`src/rtl/clk_sched_pkg.sv`:
```
// Shared types and helpers for the clock scheduler: FSM state encoding,
// default divisor width and the prescale ratio calculation.
package clk_sched_pkg;

    typedef enum logic {
        RUN   = 1'b0,
        APPLY = 1'b1
    } state_t;

    localparam int DIV_W_DEF = 16;

    function automatic int calc_pre(input int clk_hz, input int base_hz);
        return clk_hz / base_hz;
    endfunction

endpackage

```
`src/rtl/clk_sched_ctrl_ch_divider.sv`:
```
// One output channel: counts shared base ticks up to its divisor, pulses
// tick on wrap and toggles its square-wave output on the same edge.
module ch_divider #(
    parameter int DIV_W = 16
) (
    input  logic             clk_in,
    input  logic             rst,
    input  logic             base_tick,
    input  logic             load,
    input  logic [DIV_W-1:0] load_div,
    input  logic             load_en,
    output logic             tick,
    output logic             clk_out
);

    logic [DIV_W-1:0] div;
    logic [DIV_W-1:0] cnt;
    logic             en;
    logic             active;
    logic             wrap;

    assign active = en && (div != '0);
    assign wrap   = active && base_tick && (cnt == div - DIV_W'(1));
    // A reconfiguration in the same cycle suppresses the pulse.
    assign tick   = wrap && !load;

    always_ff @(posedge clk_in) begin
        if (rst) begin
            div     <= '0;
            en      <= 1'b0;
            cnt     <= '0;
            clk_out <= 1'b0;
        end else if (load) begin
            div     <= load_div;
            en      <= load_en;
            cnt     <= '0;
            clk_out <= 1'b0;
        end else if (!active) begin
            cnt     <= '0;
            clk_out <= 1'b0;
        end else if (base_tick) begin
            if (wrap) begin
                cnt     <= '0;
                clk_out <= ~clk_out;
            end else begin
                cnt <= cnt + DIV_W'(1);
            end
        end
    end

endmodule

```
`src/rtl/clk_sched_ctrl.sv`:
```
// Multi-channel clock scheduler: a free-running prescaler feeds N_CH
// programmable dividers, reconfigured one channel at a time through a RUN/APPLY FSM.
module clk_sched_ctrl
    import clk_sched_pkg::*;
#(
    parameter  int CLK_HZ  = 100_000_000,
    parameter  int BASE_HZ = 10_000,
    parameter  int N_CH    = 4,
    parameter  int DIV_W   = DIV_W_DEF,
    localparam int CH_W    = (N_CH > 1) ? $clog2(N_CH) : 1
) (
    input  logic             clk_in,
    input  logic             rst,
    input  logic             cfg_valid,
    output logic             cfg_ready,
    input  logic [CH_W-1:0]  cfg_ch,
    input  logic [DIV_W-1:0] cfg_div,
    input  logic             cfg_en,
    output logic [N_CH-1:0]  tick,
    output logic [N_CH-1:0]  clk_out,
    output logic             busy
);

    localparam int PRE   = calc_pre(CLK_HZ, BASE_HZ);
    localparam int PRE_W = $clog2(PRE);

    logic [PRE_W-1:0] pre_cnt;
    logic             base_tick;
    state_t           state;
    logic [CH_W-1:0]  cap_ch;
    logic [DIV_W-1:0] cap_div;
    logic             cap_en;
    logic [N_CH-1:0]  load;

    assign base_tick = (pre_cnt == PRE_W'(PRE - 1));

    always_ff @(posedge clk_in) begin
        if (rst || base_tick) begin
            pre_cnt <= '0;
        end else begin
            pre_cnt <= pre_cnt + PRE_W'(1);
        end
    end

    assign cfg_ready = (state == RUN) && !rst;
    assign busy      = (state == APPLY);

    always_ff @(posedge clk_in) begin
        if (rst) begin
            state   <= RUN;
            cap_ch  <= '0;
            cap_div <= '0;
            cap_en  <= 1'b0;
        end else begin
            case (state)
                RUN: begin
                    if (cfg_valid) begin
                        state   <= APPLY;
                        cap_ch  <= cfg_ch;
                        cap_div <= cfg_div;
                        cap_en  <= cfg_en;
                    end
                end
                APPLY:   state <= RUN;
                default: state <= RUN;
            endcase
        end
    end

    // Out-of-range channel indices match no divider, so the write is a no-op.
    always_comb begin
        load = '0;
        for (int i = 0; i < N_CH; i++) begin
            load[i] = (state == APPLY) && (cap_ch == CH_W'(i));
        end
    end

    for (genvar g = 0; g < N_CH; g++) begin : g_ch
        ch_divider #(
            .DIV_W(DIV_W)
        ) u_ch (
            .clk_in   (clk_in),
            .rst      (rst),
            .base_tick(base_tick),
            .load     (load[g]),
            .load_div (cap_div),
            .load_en  (cap_en),
            .tick     (tick[g]),
            .clk_out  (clk_out[g])
        );
    end

endmodule

```
`config.mk`:
```
export PLATFORM = sky130hd
export DESIGN_NAME = clk_sched_ctrl
export DESIGN_NICKNAME = d
export VERILOG_FILES = /design/src/rtl/clk_sched_pkg.sv /design/src/rtl/clk_sched_ctrl_ch_divider.sv /design/src/rtl/clk_sched_ctrl.sv
export SDC_FILE = /design/constraint.sdc
export NUM_CORES = 1
export LEC_CHECK = 0
export ABC_AREA = 1
export CORE_UTILIZATION = 56
export DETAILED_ROUTE_END_ITERATION = 6
export PLACE_DENSITY_LB_ADDON = 0.25
export SYNTH_ARGS = -nofsm -noshare
export SYNTH_HDL_FRONTEND = slang
export SYNTH_SLANG_ARGS = --single-unit
```
`constraint.sdc`:
```
create_clock -name clk_in -period 1.9 [get_ports clk_in]
set_input_delay 0.38 -clock clk_in [delete_from_list [all_inputs] [get_ports clk_in]]
set_output_delay 0.38 -clock clk_in [all_outputs]
set_load 0.02 [all_outputs]
```
# --- Word level (Yosys, flattened, before mapping) ---
# Cells that the tools add are included.
word_totals:
  out_inout_bits: 10
  reg_bits: 170
  word_cells: 94
  in_bits: 22
classes:
  n_mux: 6
  bitwise_logic: 9
  eq_ne: 8
  reduce_logical: 41
  addsub: 9
ops:
  columns: ["op", "n"]
  rows:
  - ["16-bit by 1-bit adder with 16-bit output, second input constant", 4]
  - ["16-bit equality test", 4]
  - ["16-bit two-way mux", 4]
  - ["16-bit nonzero test", 4]
  - ["16-bit by 1-bit subtractor with 16-bit output, second input constant", 4]
  - ["1-bit logical AND", 21]
  - ["14-bit by 1-bit adder with 14-bit output, second input constant", 1]
  - ["14-bit equality test, second input constant", 1]
  - ["3-bit OR reduction", 4]
  - ["2-bit AND reduction", 5]
  - ["1-bit NOT", 9]
  - ["1-bit zero test", 5]
  - ["2-bit equality test, second input constant", 2]
  - ["2-bit by 1-bit equality test with 1-bit output, second input constant", 1]
  - ["2-bit zero test", 1]
  - ["1-bit one-hot mux with 2 select lines", 1]
  - ["1-bit logical OR", 1]
  - ["1-bit two-way mux", 1]

# --- Longest topological paths before layout ---
logic_depth:
  ltp_word: 5
  ltp_mapped: 15
  mapped_depth_nobuf: 15

# --- Modules after synthesis ---
# Synthesis repeated with hierarchy kept, for this count alone.
hier_totals:
  cells_unflattened: 1689
  area_unflattened_um2: 10884.2
modules_own_cells:
  columns: ["mod", "cells_per_inst", "seq_area_each_um2", "n_inst", "area_per_inst_um2"]
  rows:
  - ["ch_divider", 373, 680.7, 4, 2354.8]
  - ["clk_sched_ctrl", 197, 680.7, 1, 1465.2]

# --- Worst setup path before layout ---
# Ideal clock, no wire load.
synth_timing:
  kind: "reg-to-output"
  startpoint: "register g_ch[0].u_ch.div[0]"
  endpoint: "output tick[0]"
  setup_slack_ns: -0.186
  required_ns: 1.520
  n_path_buf: 1
  t_arrival_ns: 1.706
  path_stages_with_launch: 14
  path_cell_list: "dfxtp_1 > inv_1 > ha_1 > nand2_1 > nor2_1 > nand2_1 > nand2_1 > nand2_1 > nor2_1 > nand2_1 > nor2_1 > nand3_1 > nor2_1 > buf_4"
synth_via:
  elab_chain_len: 5
  word_cells_on_any_way: 7
  cone_classes: "1 x add/sub; 1 x eq/ne; 5 x reduce/logical"
synth_lines:
  columns: ["item", "line_no", "text"]
  rows:
  - ["start: declaration", "clk_sched_ctrl_ch_divider.sv:16", "logic [DIV_W-1:0] div;"]
  - ["start signal: assignment", "clk_sched_ctrl_ch_divider.sv:34", "div <= load_div;"]
  - ["parallel branches: the longest is 3 deep, another holds 16-bit by 1-bit subtractor with 16-bit output", null, null]
  - ["1-bit logical AND (*)", "clk_sched_ctrl_ch_divider.sv:23", "assign wrap = active && base_tick && (cnt == div - DIV_W'(1));"]
  - ["1-bit logical AND (*)", "clk_sched_ctrl_ch_divider.sv:25", "assign tick = wrap && !load;"]
  - ["end: declaration", "clk_sched_ctrl.sv:19", "output logic [N_CH-1:0] tick,"]
# Mark *: on every way between the ends.

# --- Worst setup path in the final report ---
layout_timing:
  startpoint: "register g_ch[0].u_ch.div[8]"
  endpoint: "output tick[0]"
# The elaborated chain is that of the path after synthesis.

==> out/qor.csv <==
metric;value;unit
leading area contributor after synthesis;dfxtp_1;
DRC violations left;25;
min Tclk post-route;2850;ps
Initial Util;0.572;
fraction of layout cells with a size suffix above 1;0.336;
I/O Buffers;31;
share of the synthesized area in the top cell type;0.330;
CP Capture Type;output port;
# IOs;32;
Max-cap violations;0;
arrival time worst endpoint;2470;ps
total number of vias;12520;
Routed WL;37300;um
Root Driver;clkbuf_16;
Largest stage delay, worst path;370;ps
largest net degree at the start of global routing;28;
Cell Pwr Density;614;nW/um2
Rel. slew slack;0.679;
Max FO, Critical Path;4;
status;complete, but fails checks;
cell repeated most along the worst path;nor2_2;
gpl congestion;0.923;
clk buf depth;2;
WP buf/inv;3;
Fin. Hold Viols;0;
CTS tree;yes;
critical path launch point type;flop;
total grt overflow;0;
hpwl dp;22700;um
Total GRT Usage;0.349;
Critical-path top delay cell;dfxtp_1;
CTS Hold Bufs;0;
1st-iter DRT viols;1541;
Synth cell types;46;
crit path cell chain;nor2_2 > nand2_1 > nor2_2 > nand2_2 > buf_4 > nor2_1 > nand2_1 > inv_1 > nor2_2 > nand3_2 > nor2_2 > buf_6;
Final period util;1.50;
WL/cell;16.9;um
HP Class;flop to flop;
Synthesized Nets;1646;
final core utilization;0.834;
family with the most delay on the worst path;simple AND/OR/NAND/NOR gates;
number of buffers created by CTS;17;
WHS;491;ps
FP Rows;49;
Layout fillers;1047;
Total Die Area;18900;um2
H-tree levels;4;
Critical Path RT;1520;ps
VDD IR max;0.000786;V
count of final setup violators;71;
violated checks;DRC, setup timing;
Area contributors post-synth;dfxtp_1 (33%), nand2_1 (14%), nor2_1 (12%);
Die X;138;um
CTS clk-pin slew, worst paths;70;ps
worst setup margin;-954;ps
Setup WS pre-CTS;-743;ps
YS warnings;0;
post-synthesis sequential area ratio;0.330;
unrepaired setup endpoints after global routing;true;
cell leakage power;7.04;nW
first-pass GRT wire length;51200;um
initial antenna violation count;1;
CORE AREA;18000;um2
Die H;138;um
Syn-to-layout area delta;45.9;%
Worst-Margin Slew;479;ps
Final Slew Violations;0;
Seq cells post-synth;170;
Post-Syn Area per Cell;6.40;um2
Cells after Synth;1611;
FMAX;0.350;GHz
# clock sinks;170;
Nets;1998;
WS Path Type;flop to output port;
Setup Skew;9.71;ps
Pre-antenna DRT Iters;7;
Via density;5.68;
ANT nets after route;0;
Cell Area, Synth;10300;um2
worst-skew pair later-pin latency;450;ps
number of global-route vias before repair;11047;
## repair_timing
action                     4_1_cts  5_1_grt
cloned                           2        2
setup buffers                   43       34
pin swaps                       58      104
setup endpoints to repair       67       90
resized for setup              140      195
## layer usage
| layer | part of all wire | routed length [um] | GRT usage | vias to the layer above |
|---|---|---|---|---|
| met2 | 0.49 | 18100 | 0.599 | 768 |
| met5 | 0 | 0 | 0 | - |
| li1 | - | - | - | 5805 |
| met4 | 0.051 | 1910 | 0.167 | 0 |
| met1 | 0.37 | 13800 | 0.421 | 5716 |
| met3 | 0.093 | 3490 | 0.0600 | 231 |
## path summary, 6_finish.rpt
path                                     start                                end  slack (ps)  cells after the start
min          g_ch[0].u_ch.clk_out$_SDFFE_PP0P_  g_ch[0].u_ch.clk_out$_SDFFE_PP0P_         490                      2
min reg2reg  g_ch[0].u_ch.clk_out$_SDFFE_PP0P_  g_ch[0].u_ch.clk_out$_SDFFE_PP0P_         490                      2
max reg2reg   g_ch[0].u_ch.div[8]$_SDFFE_PP0P_  g_ch[0].u_ch.cnt[15]$_SDFFE_PP0P_        -370                     13
max           g_ch[0].u_ch.div[8]$_SDFFE_PP0P_                            tick[0]        -950                     12
## where the power goes
group          internal, mW  leakage, nW  total (mW)  switching, mW
combinational         0.890         5.39        2.10           1.21
clock                  1.85        0.258        3.34           1.49
sequential             3.65         1.39        3.79          0.137
## layout make-up
type	count	area, um2	area share
Timing Repair inverter	1	7.51	0.000500
Sequential cell	170	3440	0.229
Clock inverter	8	72.6	0.00483
Timing Repair Buffer	374	3070	0.204
Tap cell	229	287	0.0191
Antenna cell	1	2.50	0.000167
Multi-Input combinational cell	1221	7000	0.466
Clock buffer	22	464	0.0309
Inverter	178	682	0.0454
## synth_stat cells (all sizes together)
master / instances
a21o: 2
a22o: 1
xor2: 59
clkbuf: 27
nand3b: 15
nor4: 1
ha: 13
nor2: 366
clkinv: 2
o21ai: 123
inv: 176
a31oi: 4
nand2: 385
a21boi: 1
dfxtp: 170
a21oi: 56
o21bai: 3
nor3: 29
or2: 4
buf: 17
xnor2: 29
and2: 1
o211ai: 1
nand3: 96
nor3b: 5
and3: 1
nand4: 24
## tightest hold or removal path, delay by kind of cell, from the launching register on
family	cells	cell delay (ps)
DFF	1	330
and+or+nand+nor	2	130
## registers in the layout, summed over array words and instances, names as in the netlist
register           count
g_ch.u_ch.cnt         64
g_ch.u_ch.div         64
cap_div               16
pre_cnt               14
g_ch.u_ch.clk_out      4
g_ch.u_ch.en           4
cap_ch                 2
busy                   1
cap_en                 1
## kinds of logic (layout without fill, tap and decap cells)
group | Yosys count | after routing | synth area share
compound gates | 191 | 191 | 0.0957
other cells | 0 | 1 | 0
fa+ha+maj | 13 | 13 | 0.0158
flops | 170 | 170 | 0.330
buf+inv | 222 | 583 | 0.0878
xor+xnor | 88 | 88 | 0.0748
simple gates | 927 | 929 | 0.396
## cell usage in the layout (no fill, tap or decap), types with 5 or more instances in the layout
master and n:
buf_4 314, xor2_1 56, xnor2_1 25, o21ai_1 15
inv_2 15, nor3_2 7, dfxtp_1 144, nor3_4 7
clkdlybuf4s50_1 24, clkbuf_16 17, buf_12 6, a21oi_1 51
nand4_1 20, nand3_2 21, nor3_1 15, o21ai_2 6
nor2_2 69, dfxtp_2 23, nand2_8 6, ha_4 7
nand3b_1 15, nor2_4 35, inv_1 156, clkinvlp_4 5
nand3_1 68, nand2_4 7, nand3_4 7, nand2_2 48
nor2_1 262, o21ai_0 102, ha_1 6, nand2_1 326
buf_6 23
## through the flow
stage / std cells / setup TNS [ps] / total power, mW / cell area [um2]
after floorplan: 1611 / -140 / 4.73 / 10400
after global placement: 2133 / -6360 / 5.40 / 13100
after detailed placement: 2133 / -8820 / 5.45 / 13100
after CTS: 2202 / -9660 / 8.86 / 14400
after global routing: 2203 / -20630 / 9.55 / 15000
final: 2204 / -11450 / 9.23 / 15000
Power figures use the tool's default switching activity.
